## config.mk

```make
export PLATFORM = sky130hd
export DESIGN_NAME = opcu
export DESIGN_NICKNAME = d
export VERILOG_FILES = /design/src/rtl/opcu.sv
export SDC_FILE = /design/constraint.sdc
export NUM_CORES = 1
export LEC_CHECK = 0
export BUFFER_PORTS_ARGS = -buffer_cell sky130_fd_sc_hd__buf_2
export CAP_MARGIN = 20
export CORE_AREA = 2 2 39 41
export DETAILED_ROUTE_END_ITERATION = 16
export DIE_AREA = 0 0 41 43
export PLACE_DENSITY = 0.73
export RECOVER_POWER = 100
export SLEW_MARGIN = 20
export SYNTH_ARGS = -nofsm -noshare
export SYNTH_HDL_FRONTEND = slang
export SYNTH_SLANG_ARGS = --single-unit
```

## constraint.sdc

```tcl
create_clock -name clk -period 4.2 [get_ports clk]
set_input_delay 0.42 -clock clk [delete_from_list [all_inputs] [get_ports clk]]
set_output_delay 0.42 -clock clk [all_outputs]
set_load 0.005 [all_outputs]
```

## src/rtl/opcu.sv

```systemverilog
// opcu - outport control unit, one per router output port.
//   Arbitrates between inport packet requests, steers the crossbar for the
//   winner, sends PKT_FLITS flits downstream (one pipe_en cycle each) and
//   tracks downstream packet-slot credits.
// Configuration macro: OPCU_RR_EN
//   defined   -> round-robin arbitration starting at an internal pointer
//   undefined -> fixed priority, lowest index wins
// Ports:
//   clk         clock, rising edge
//   rst         synchronous reset, active-low
//   rqs_strobe  [N_IN]  level request per inport
//   crt_in      one-cycle pulse, downstream freed one packet slot
//   arb_ack     [N_IN]  one-hot one-cycle grant
//   xbar_sel    [SEL_W] index of granted inport (held until next grant)
//   xbar_en     crossbar path enable
//   pipe_en     flit valid to downstream inport
//   crt_cnt     [CRT_W] credits available
// All outputs are registered.
module opcu #(
  parameter  int N_IN      = 4,
  parameter  int PKT_FLITS = 4,
  parameter  int BUF_PKTS  = 2,
  localparam int SEL_W     = (N_IN > 1) ? $clog2(N_IN) : 1,
  localparam int CRT_W     = $clog2(BUF_PKTS + 1)
) (
  input  logic             clk,
  input  logic             rst,
  input  logic [N_IN-1:0]  rqs_strobe,
  input  logic             crt_in,
  output logic [N_IN-1:0]  arb_ack,
  output logic [SEL_W-1:0] xbar_sel,
  output logic             xbar_en,
  output logic             pipe_en,
  output logic [CRT_W-1:0] crt_cnt
);

  localparam int CNT_W = $clog2(PKT_FLITS);

  typedef enum logic [1:0] {IDLE, GRANT, XFER} state_t;

  state_t           state_q, state_d;
  logic [CNT_W-1:0] cnt_q, cnt_d;
  logic [SEL_W-1:0] sel_q, sel_d;
  logic [N_IN-1:0]  ack_q, ack_d;
  logic             xen_q, xen_d;
  logic             pen_q, pen_d;
  logic [CRT_W-1:0] crt_q, crt_d;
  logic             grant;
  logic [SEL_W-1:0] win;

`ifdef OPCU_RR_EN
  logic [SEL_W-1:0] ptr_q, ptr_d;
  int               idx;
  logic             found;

  // Search upward from the pointer, wrapping modulo N_IN.
  always_comb begin
    win   = '0;
    found = 1'b0;
    idx   = 0;
    for (int i = 0; i < N_IN; i++) begin
      idx = (int'(ptr_q) + i) % N_IN;
      if (!found && rqs_strobe[idx]) begin
        win   = SEL_W'(idx);
        found = 1'b1;
      end
    end
  end

  always_comb begin
    ptr_d = ptr_q;
    if (grant) ptr_d = SEL_W'((int'(win) + 1) % N_IN);
  end
`else
  // Fixed priority: scan downward so the lowest requesting index wins.
  always_comb begin
    win = '0;
    for (int i = N_IN - 1; i >= 0; i--)
      if (rqs_strobe[i]) win = SEL_W'(i);
  end
`endif

  always_comb begin
    state_d = state_q;
    cnt_d   = cnt_q;
    sel_d   = sel_q;
    ack_d   = '0;
    xen_d   = 1'b0;
    pen_d   = 1'b0;
    crt_d   = crt_q;
    grant   = 1'b0;

    unique case (state_q)
      IDLE:  if (|rqs_strobe && crt_q != '0) grant = 1'b1;
      GRANT: begin
        state_d = XFER;
        pen_d   = 1'b1;
        xen_d   = 1'b1;
      end
      XFER: begin
        if (cnt_q == '0) begin
          // Last flit: chain straight into the next grant if possible.
          if (|rqs_strobe && crt_q != '0) grant = 1'b1;
          else                            state_d = IDLE;
        end else begin
          cnt_d = cnt_q - CNT_W'(1);
          pen_d = 1'b1;
          xen_d = 1'b1;
        end
      end
      default: state_d = IDLE;
    endcase

    // Counter is loaded as GRANT is entered so XFER sees PKT_FLITS-1 first.
    if (grant) begin
      state_d    = GRANT;
      sel_d      = win;
      ack_d[win] = 1'b1;
      xen_d      = 1'b1;
      cnt_d      = CNT_W'(PKT_FLITS - 1);
    end

    // Grant and return in the same cycle cancel; a lone return saturates.
    if (grant && !crt_in)
      crt_d = crt_q - CRT_W'(1);
    else if (!grant && crt_in && crt_q != CRT_W'(BUF_PKTS))
      crt_d = crt_q + CRT_W'(1);
  end

  always_ff @(posedge clk) begin
    if (!rst) begin
      state_q <= IDLE;
      cnt_q   <= '0;
      sel_q   <= '0;
      ack_q   <= '0;
      xen_q   <= 1'b0;
      pen_q   <= 1'b0;
      crt_q   <= CRT_W'(BUF_PKTS);
`ifdef OPCU_RR_EN
      ptr_q   <= '0;
`endif
    end else begin
      state_q <= state_d;
      cnt_q   <= cnt_d;
      sel_q   <= sel_d;
      ack_q   <= ack_d;
      xen_q   <= xen_d;
      pen_q   <= pen_d;
      crt_q   <= crt_d;
`ifdef OPCU_RR_EN
      ptr_q   <= ptr_d;
`endif
    end
  end

  assign arb_ack  = ack_q;
  assign xbar_sel = sel_q;
  assign xbar_en  = xen_q;
  assign pipe_en  = pen_q;
  assign crt_cnt  = crt_q;

endmodule
```

* Word-level counts from Yosys, hierarchy flattened *
Cells that the tools add are included.

word-level totals
  flip-flop bits (word level) = 14
  bits of input ports = 7
  output and inout port bits = 10
  word-level logic and storage cells = 63

operators by class
  add/subtract/negate cells = 3
  order comparisons = 2
  eq/ne operators = 9
  muxes and demuxes = 21
  bitwise gates (word level) = 2
  reduce and logical (&&, ||, !) cells = 18

operator list
  operator             number
  $mux 2               11
  $ne 2x2->1 const B   5
  $mux 1               6
  $ne 3x3->1 const B   2
  $pmux 2 s3           1
  $reduce_and 3->1     2
  $reduce_bool 2->1    3
  $logic_and 1x1->1    5
  $logic_not 2->1      2
  $pmux 1 s2           2
  $reduce_and 2->1     2
  $reduce_or 4->1      1
  $sub 2x1->2 const B  2
  $lt 2x3->1 const B   1
  $add 2x1->2 const B  1
  $demux 1 s2          1
  $eq 2x1->1 const B   1
  $eq 2x2->1 const B   1
  $ge 2x1->1 const B   1
  $logic_not 1->1      2
  $not 1->1            2
  $reduce_or 2->1      1

* Longest topological paths before layout *
  word-level depth = 10
  gate-level depth with buffers = 6
  depth with buffers taken out = 6

* Least setup slack after synthesis *
OpenSTA, ideal clock, no wires.

  path kind = input to register
  from = in rqs_strobe[0]
  to = reg state_q[1]
  library setup time = 131 ps
  arrival = 1453 ps
  required time = 4069 ps
  setup slack = 2616 ps
  stages on the path = 4
  path buffers = 0
  cells stage by stage = or4_4 a211oi_2 mux2i_1 nor3b_2

between the ends
  word-level cells in the longest chain between the ends = 6
  elaborated cells on any way between the ends = 8
  classes of those cells = 1 x eq/ne; 3 x mux; 4 x reduce/logical

RTL lines
  what                              RTL line  source
  start, declared                   28        input logic [N_IN-1:0] rqs_strobe,
  $reduce_or 4->1 (*)               94, 103
  $logic_and 1x1->1 (*)             94, 103
  $mux 1                            94, 103
  $mux 1                            101       if (cnt_q == '0) begin
  $pmux 1 s2                        93        unique case (state_q)
  $reduce_or 2->1 (no source line)  -
  end signal, assigned              143       state_q <= state_d;
  end, declared                     41        state_t state_q, state_d;

Every way passes the cells marked *; elsewhere a longest branch is shown, timed or not.
A chain may end at the register's enable or synchronous reset.

* Final worst setup path *
  from = reg state_q[0]
  to = reg ack_q[1] (netlist: arb_ack[1])

between the ends
  word-level cells in the longest chain between the ends = 3
  elaborated cells on any way between the ends = 4
  classes of those cells = 1 x eq/ne; 1 x mux; 2 x reduce/logical

RTL lines
  what                                                  RTL line  source
  $eq 2x2->1 / $logic_not 2->1 (equally long branches)  93
  $pmux 1 s2 (*)                                        93
  $reduce_and 2->1 (no source line) (*)                 -
  end signal, assigned                                  146       ack_q <= ack_d;
  end, declared                                         44        logic [N_IN-1:0] ack_q, ack_d;

Marks and branches as above.

==> metrics.txt <==
Max clock buf depth=2; H-tree Lvls=1; fin worst setup slack=around 2.1 ns; complex-gate fraction of the synthesized area=0.163; asr flop ratio synth=0; Max Freq=around 0.47 GHz; final core occ=0.561; Crit path required time=~4.4 ns; GRT Total Usage=0.166; Synth-to-Final Area Change=17.4%; Hold/Removal Path Class=primary input to flip-flop; final hold violation count=0; Simple-Gate Fraction of Synth Area=0.231; Core Footprint=approximately 1400 um2; Nets=98; # diodes=0; Netlist cell types=28; Worst-path clk slew=around 0.08 ns; Root Buffer Master=clkbuf_4; Mapped Nets=between 70 and 80; HPWL after DPL=approximately 900 um; commonest non-fill, non-tap cell in the layout=dfxtp_1; Top FF cell, synth=dfxtp_1; post-synthesis mux area share=0.0605; worst-margin pin slew=approximately 1.1 ns; sequential share of the synthesized area=0.423; CTS sink cnt=14; Die Y=around 43 um; Pwr Total=~420 uW; clk_lat worst skew=approximately 0.28 ns; drt via density=5.10; Avg Synthesized Cell Area=just under 10 um2; RSZ-0062 raised after global routing=false; Relative slew margins=0.251; CP arrival=2.34 ns; Pins Over Slew Limit=0; most frequent cells in the layout=14 x dfxtp_1, 11 x buf_2, 5 x inv_1, 5 x nor2_1, 5 x clkbuf_1; Critical-path top delay cell=nor3_1; Critical Path End Type=flip-flop; Final period util=0.510; leak pwr=between 0.0003 and 0.0004 uW; largest family of logic cells by synthesized area=simple AND/OR/NAND/NOR gates; initial antenna violation count=0; Layout Cells excl Fill=~100; CTS tree=built; critical path fanouts, max=9; dpl cells=98; Pre-Repair DR Iteration Count=4; number of flops mapped to enable cells by yosys=0; Chip Width=approximately 40 um; Reg2Reg Depth=6; post-synthesis xor/xnor area fraction=0.0132; Mapped Area=662 um2; delay of the slowest critical-path stage=approximately 0.91 ns; Routed Antenna Nets=0; number of global-route vias before repair=479; RD Place Congestion=roughly 0.70; status=finished clean; Crit Path Class=flip-flop to flip-flop; Setup Skew=around 0.0034 ns; Hold Path Cell Cnt=2; post-route minimum period=2.14 ns; layout cells sized above 1=0.221; max cap viols=0; Cells after Synth=between 60 and 70; initial DRC count=4; Hold Buf Count CTS=0; first-pass GRT wire length=roughly 1900 um; flops & latches, synth=14; I/O Pins=17; Initial Util=0.478; die area=between 1500 and 2000 um2; PD cells=roughly 540 nW/um2; startpoint types=flip-flop; drc violations=0; Detailed Route WL=between 1000 and 1500 um; Core Rows=14; total number of vias=520; Synth Area in Adders=0.0756; # resized after CTS=0; Final setup viols=0; VDD IR max=274 uV; setup bufs post-CTS=0; crit-path cells=inv_1 > ha_1 > a21oi_1 > nor3_1 > nand2_1 > nor3b_1; gr ovfl total=0; largest net degree at the start of global routing=15; DP Worst Slack=about 2.4 ns; setup_tns=0 ns; port bufs=16; synth warn=0; Routed WL per cell=about 12 um; CTS buffer count=3
[metrics by stage]
stage	cell area [um2]	hold WS, ns
after floorplan	662	0.496
after global placement	758	0.497
after detailed placement	758	0.545
after CTS	795	0.336
after global routing	777	0.345
final	777	0.352
[area by class of cell]
type                            instances  area (um2)
Inverter                                5        18.8
Multi-Input combinational cell         47         348
Timing Repair Buffer                   16        73.8
Clock buffer                            4        36.3
Sequential cell                        14         280
Fill cell                             141         607
Tap cell                               16        20.0
[kinds of logic (layout without fill, tap and decap cells)]
logic type / after synthesis / after routing
and+or+nand+nor: 23 / 23
AOI/OAI and AO/OA: 15 / 15
DFF: 14 / 14
buffers and inverters: 6 / 25
adders and majority gates: 4 / 4
muxes: 4 / 4
xor gates and xnor gates: 1 / 1
[synthesized netlist by cell type (2+ instances only)]
| cell | count | area share |
|---|---|---|
| nand2_1 | 2 | 0.011 |
| o21a_1 | 4 | 0.045 |
| mux2i_1 | 4 | 0.060 |
| dfxtp_1 | 14 | 0.42 |
| ha_1 | 4 | 0.076 |
| nor2b_1 | 3 | 0.028 |
| nor4_1 | 2 | 0.019 |
| inv_1 | 5 | 0.028 |
| a21oi_1 | 3 | 0.023 |
| nor3b_1 | 2 | 0.023 |
| nor2_1 | 5 | 0.028 |
| o21ai_0 | 3 | 0.023 |
[worst paths after layout]
path	from	to	slack, ns
setup / recovery	state_q[0]	arb_ack[1]	2.06
hold / removal	rqs_strobe[0]	arb_ack[1]	0.35
setup reg to reg	state_q[0]	arb_ack[1]	2.06
hold reg to reg	xbar_sel[1]	xbar_sel[1]	0.55
[sequential cells by signal, indices dropped and copies added (netlist names)]
signal    cells
xbar_en       1
xbar_sel      2
cnt_q         2
crt_cnt       2
pipe_en       1
state_q       2
arb_ack       4
[worst max-delay path: cells and delay by family (launching register included)]
family	cells	cell delay, ns
buffers and inverters	1	0.09
and+or+nand+nor	3	1.36
DFF	1	0.32
AOI/OAI and AO/OA	1	0.10
adders and majority gates	1	0.19
[routing by layer]
metal  share of wire  vias up  track usage
met5               0        -            0
met4          0.0076        0        0.120
met3           0.055        2       0.0314
met2            0.48       11        0.250
met1            0.45      230        0.197
li1                -      277            -
[power by group]
part	switching [uW]	leakage [uW]	internal, uW
clock network	42.6	0.0000210	52.7
logic	75.4	0.000222	66.0
registers	17.9	0.000115	161
(Power assumes the default switching activity.)
